[config.mk]
export PLATFORM = sky130hd
export DESIGN_NAME = pipe_stage_skid
export DESIGN_NICKNAME = d
export VERILOG_FILES = /design/src/rtl/pipe_stage_skid.sv
export SDC_FILE = /design/constraint.sdc
export NUM_CORES = 1
export LEC_CHECK = 0
export ABC_AREA = 1
export BUFFER_PORTS_ARGS = -buffer_cell sky130_fd_sc_hd__buf_2
export CELL_PAD_IN_SITES_DETAIL_PLACEMENT = 1
export CELL_PAD_IN_SITES_GLOBAL_PLACEMENT = 2
export CORE_ASPECT_RATIO = 0.7
export CORE_MARGIN = 5
export CORE_UTILIZATION = 28
export CTS_CLUSTER_SIZE = 14
export DETAILED_ROUTE_END_ITERATION = 16
export PLACE_DENSITY = 0.77
export SLEW_MARGIN = 10
export SYNTH_ARGS = -nofsm -noshare
export SYNTH_HDL_FRONTEND = slang
export SYNTH_SLANG_ARGS = --single-unit
[constraint.sdc]
create_clock -name clk -period 1.8 [get_ports clk]
set_input_delay 0.09 -clock clk [delete_from_list [all_inputs] [get_ports clk]]
set_output_delay 0.09 -clock clk [all_outputs]
set_load 0.01 [all_outputs]
[src/rtl/pipe_stage_skid.sv]
// Pipeline-stage register with valid/ready handshake and a two-entry skid buffer.
// in_ready depends only on registered state (and reset), so out_ready never reaches it.
module pipe_stage_skid #(
  parameter int DATA_W = 32,
  parameter int CTRL_W = 8
) (
  input  logic              clk,
  input  logic              reset,
  input  logic              flush,
  input  logic              in_valid,
  output logic              in_ready,
  input  logic [CTRL_W-1:0] in_ctrl,
  input  logic [DATA_W-1:0] in_data,
  output logic              out_valid,
  input  logic              out_ready,
  output logic [CTRL_W-1:0] out_ctrl,
  output logic [DATA_W-1:0] out_data,
  output logic [1:0]        occupancy
);

  // state encoding doubles as the occupancy count
  typedef enum logic [1:0] {
    EMPTY = 2'd0,
    ONE   = 2'd1,
    TWO   = 2'd2
  } state_t;

  state_t            state;
  logic [CTRL_W-1:0] m_ctrl;
  logic [CTRL_W-1:0] s_ctrl;
  logic [DATA_W-1:0] m_data;
  logic [DATA_W-1:0] s_data;
  logic              do_accept;
  logic              do_release;

  assign out_valid  = (state != EMPTY);
  assign in_ready   = (state != TWO) & ~reset;
  assign do_accept  = in_valid & in_ready;
  assign do_release = out_valid & out_ready;
  assign out_ctrl   = m_ctrl & {CTRL_W{out_valid}};
  assign out_data   = m_data;
  assign occupancy  = state;

  always_ff @(posedge clk) begin
    if (reset) begin
      state  <= EMPTY;
      m_ctrl <= '0;
      s_ctrl <= '0;
      m_data <= '0;
      s_data <= '0;
    end else if (flush) begin
      // data registers keep their value so out_data holds across the kill
      state  <= EMPTY;
      m_ctrl <= '0;
      s_ctrl <= '0;
    end else begin
      case (state)
        EMPTY: begin
          if (do_accept) begin
            m_ctrl <= in_ctrl;
            m_data <= in_data;
            state  <= ONE;
          end
        end
        ONE: begin
          if (do_accept && do_release) begin
            m_ctrl <= in_ctrl;
            m_data <= in_data;
          end else if (do_accept) begin
            s_ctrl <= in_ctrl;
            s_data <= in_data;
            state  <= TWO;
          end else if (do_release) begin
            state <= EMPTY;
          end
        end
        TWO: begin
          if (do_release) begin
            m_ctrl <= s_ctrl;
            m_data <= s_data;
            state  <= ONE;
          end
        end
        default: state <= EMPTY;
      endcase
    end
  end

endmodule

-- Word-level counts from Yosys, hierarchy flattened
Index checks and enable logic that the tools add are counted.
- register bits after elaboration: 82
- output and inout port bits: 44
- logic and storage cells: 44
- bits of input ports: 45
- multiplexer cells: 14
- reduce and logical (&&, ||, !) cells: 10
- eq/ne operators: 8
- bitwise gates (word level): 7
- operator list (kind ; number):
    32-bit 2-to-1 mux ; 3
    32-bit one-hot mux with 3 select lines ; 1
    8-bit 2-to-1 mux ; 3
    8-bit one-hot mux with 3 select lines ; 1
    4-bit AND reduction ; 3
    2-bit 2-to-1 mux ; 5
    2-bit inequality test, second input constant ; 5
    8-bit AND ; 1
    2-bit one-hot mux with 3 select lines ; 1
    5-bit AND reduction ; 1
    1-bit AND ; 3
    3-bit inequality test, second input constant ; 1
    1-bit inverter ; 3
    3-bit AND reduction ; 1
    3-bit nonzero test ; 1
    2-bit by 1-bit == test with 1-bit output, second input constant ; 1
    2-bit == test, second input constant ; 1
    2-bit logical NOT ; 1
    2-bit nonzero test ; 1
    2-bit OR reduction ; 1
    1-bit logical AND ; 1

-- Longest topological paths before layout
- depth in word-level cells: 6
- mapped depth: 9
- mapped depth without buffers: 8

-- Least setup slack after synthesis
OpenSTA, ideal clock, no wires.
- path type: reg2reg
- from: reg state[0] (netlist: occupancy[0])
- to: reg s_data[10]
- slack: 0.243 ns
- library setup time: 0.132 ns
- buffers on the path: 1
- data arrival time: 1.425 ns
- stages on the path, launching flop included: 9
- required time: 1.668 ns
- clock period less this slack: 1.557 ns
- cells stage by stage: dfxtp_1 inv_2 nand2_2 nand3_4 nor2_2 nand2_1 buf_2 nand2_1 a21oi_1
- word-level cells in the longest chain between the ends: 6
- elaborated cells between the ends (all ways): 9
- classes of those cells: 2 x eq/ne; 4 x bitwise; 3 x reduce/logical
- RTL lines (what ; line ; source):
    start, declared ; 28 ; state_t state;
    start signal, assigned ; 46 ; state <= EMPTY;
    start signal, assigned ; 53 ; state <= EMPTY;
    start signal, assigned ; 62 ; state <= ONE;
    2-bit inequality test ; 37 ; assign in_ready = (state != TWO) & ~reset;
    1-bit AND ; 37 ;
    1-bit AND ; 38 ; assign do_accept = in_valid & in_ready;
    1-bit logical AND ; 66 ; if (do_accept && do_release) begin
    1-bit inverter (no source line) ; n/a ;
    4-bit AND reduction (no source line) * ; n/a ;
    end signal, assigned ; 71 ; s_data <= in_data;
    end, declared ; 32 ; logic [DATA_W-1:0] s_data;
Mark *: on every way between the ends. The rest lies on a longest branch, timed or not.
A chain may end at the register's enable or synchronous reset.

-- Worst setup path in the final report
- from: reg state[1] (netlist: occupancy[1])
- to: out in_ready
- word-level cells in the longest chain between the ends: 2
- RTL lines (what ; line ; source):
    2-bit inequality test ; 37 ;
    1-bit AND ; 37 ;
    end, declared ; 11 ; output logic in_ready,
Every way passes these cells.

==> results.py <==
metrics = {
    "floorplan": {
        "ios": 89,
        "die_h_um": 107,
        "rows": 35,
        "start_util_pct": 28.5,
        "core-area_mm2": 0.0131,
        "die_w_um": 148,
        "dieArea_mm2": 0.0158,
    },
    "logic_synthesis": {
        "syn_nets": 630,
        "synth-main-ff-cell": "dfxtp_1",
        "synthesis.area_mm2": 0.00374,
        "ys_types": 20,
        "yosysSeqAreaShare_pct": 43.8,
        "yosys_warnings": 0,
        "synth_edf_count": 0,
        "async_flop_share_pct": 0,
        "ys_ff_latch": 82,
        "synth_cells": 585,
        "syn_area_per_cell_um2": 6.40,
    },
    "cts": {
        "htreeDepth": 3,
        "clock_sinks": 82,
        "cts_tree": "done",
        "hold_buffers": 0,
        "cts_buffers": 9,
        "clkTransAtPathRegs_ps": 60,
        "clockBufferDepth": 2,
        "clk_latency_ps": 330,
        "cts-root-buf": "clkbuf_16",
    },
    "place": {
        "placed_cells": 816,
        "port_buffers": 88,
        "dp_hpwl_um": 8460,
        "place_congestion": 0.838,
    },
    "timing": {
        "clock_skew_ps": 4.52,
        "period_share_pct": 91.5,
        "slew_viol_final": 0,
        "rsz0062_at_grt": "false",
        "fmax_mhz": 607,
        "relSlewSlack_pct": 69.2,
        "setup_violations": 0,
        "setup-tns-final_ps": 0,
        "tightest_slew_ps": 463,
        "period_minus_slack_ps": 1650,
        "hold_viol": 0,
    },
    "routing": {
        "post_drt_via_cell_ratio": 4.72,
        "drc": 0,
        "firstDrtPassIters": 4,
        "antenna_left": 0,
        "wl_per_cell_um": 14.8,
        "via_count": 3927,
        "routed_wl_um": 12300,
        "drt_iter0_markers": 170,
    },
    "power": {
        "power.total_w": 0.00412,
        "power.density_mw_per_mm2": 882,
        "irDropWorstVdd_v": 0.000410,
        "power_leakage_nw": 2.27,
    },
    "outcome": {
        "status": "completed",
    },
    "critical_path": {
        "start_kind": "flop",
        "r2r-end": "out_data[31]",
        "path_class": "reg -> out",
        "rr_startpoint": "occupancy[0]",
        "cp_max_fo": 35,
        "reg2reg_depth": 8,
        "end_kind": "output port",
        "cp.required_ps": 1710,
        "cp.arrival_ps": 1560,
        "r2r_slack_ps": 200,
    },
    "global_routing": {
        "grt_max_degree": 65,
        "grt_pass1_vias": 4142,
        "grt_pass1_wl_um": 20700,
        "grt_antenna_before_repair": 1,
        "grt_usage_pct": 16.0,
        "overflow": 0,
    },
    "run": {
        "maxCapViolCount": 0,
    },
    "hold_path": {
        "holdPathEnd": "s_ctrl[3]",
        "whs_path_depth": 3,
        "worst_hold_startpoint": "in_ctrl[3]",
        "hold_class": "in -> reg",
    },
    "layout": {
        "multi_input_area_mm2": 0.00177,
        "final-seq-area_mm2": 0.00164,
        "most-common-layout-cells": "nand2_1, nor2_1, buf_2, dfxtp_1, nand3_1",
        "instances_no_fill": 832,
        "nFillCells": 1729,
        "layout-drive-gt1-share_pct": 18.5,
        "nets": 706,
        "mostFrequentLayoutCell": "nand2_1",
        "synthToLayoutAreaGrowth_pct": 24.5,
    },
}
-- critical path, cell delays in order (launching register included) --
cell and delay, ps:
dfxtp_2 460, buf_4 430, a21oi_1 150, buf_2 170
-- area by class of cell --
cell class,instances,share of cell area [%]
tap,166,4.45
multi-input combinational,416,37.9
timing repair buffer,102,12.2
antenna,1,0.0537
inverter,50,4.02
sequential,82,35.2
clock buffer,12,5.29
clock inverter,3,0.859
-- registers in the layout, indices dropped and copies added, names as in the netlist --
register,flops
s_ctrl,8
out_data,32
occupancy,2
m_ctrl,8
s_data,32
-- cells in the mapped netlist (2+ instances only) --
cell	number	area share, %
a21oi_1	36	4.8
clkinv_1	2	0.20
o21ai_0	16	2.1
nand3_1	71	9.5
inv_1	47	4.7
nor3_1	6	0.80
clkbuf_1	23	2.3
nor2_1	100	10
buf_2	13	1.7
nand2_1	180	18
dfxtp_1	82	44
-- per-layer routing --
metal	share of wire, %	track usage [%]
met2	47	27.2
met3	4.6	4.31
met5	0.057	0
met1	48	20.5
met4	0.71	3.63
-- how the worst max path moves through the flow --
stage                            start           end  slack (ps)
after floorplan           occupancy[0]    s_data[10]         240
after global placement    occupancy[0]  out_data[31]         290
after global routing      occupancy[0]   out_data[1]          50
final                     occupancy[1]      in_ready         150
after CTS                 occupancy[1]      in_ready         140
after detailed placement  occupancy[0]     m_ctrl[0]         190
-- power breakdown --
group / total, W / internal (W) / switching (W)
sequential: 0.00189 / 0.00186 / 0.0000247
clock: 0.00183 / 0.00110 / 0.000729
combinational: 0.000395 / 0.000142 / 0.000253
-- cells by family after synthesis --
| family | synth area share [%] |
|---|---|
| compound gates | 7.12 |
| buf+inv | 9.15 |
| flops | 43.8 |
| simple gates | 39.9 |
-- stage by stage --
step                      hold WS [ps]  instance area [um^2]  worst slack (ps)  utilization (%)
after global routing              21.5                  4660              53.9             35.5
after detailed placement           352                  4370               188             33.3
after floorplan                    229                  3740               243                -
after global placement             345                  4370               286             33.3
after CTS                         7.98                  4660               144             35.5
final                             20.1                  4660               152             35.5
-- what timing repair did --
item | 4_1_cts | 5_1_grt
buffers inserted | 0 | 0
gates resized for setup | 0 | 1
endpoints found under the setup margin | 0 | 2
hold endpoints to repair | 0 | 0
(Power assumes the default switching activity.)
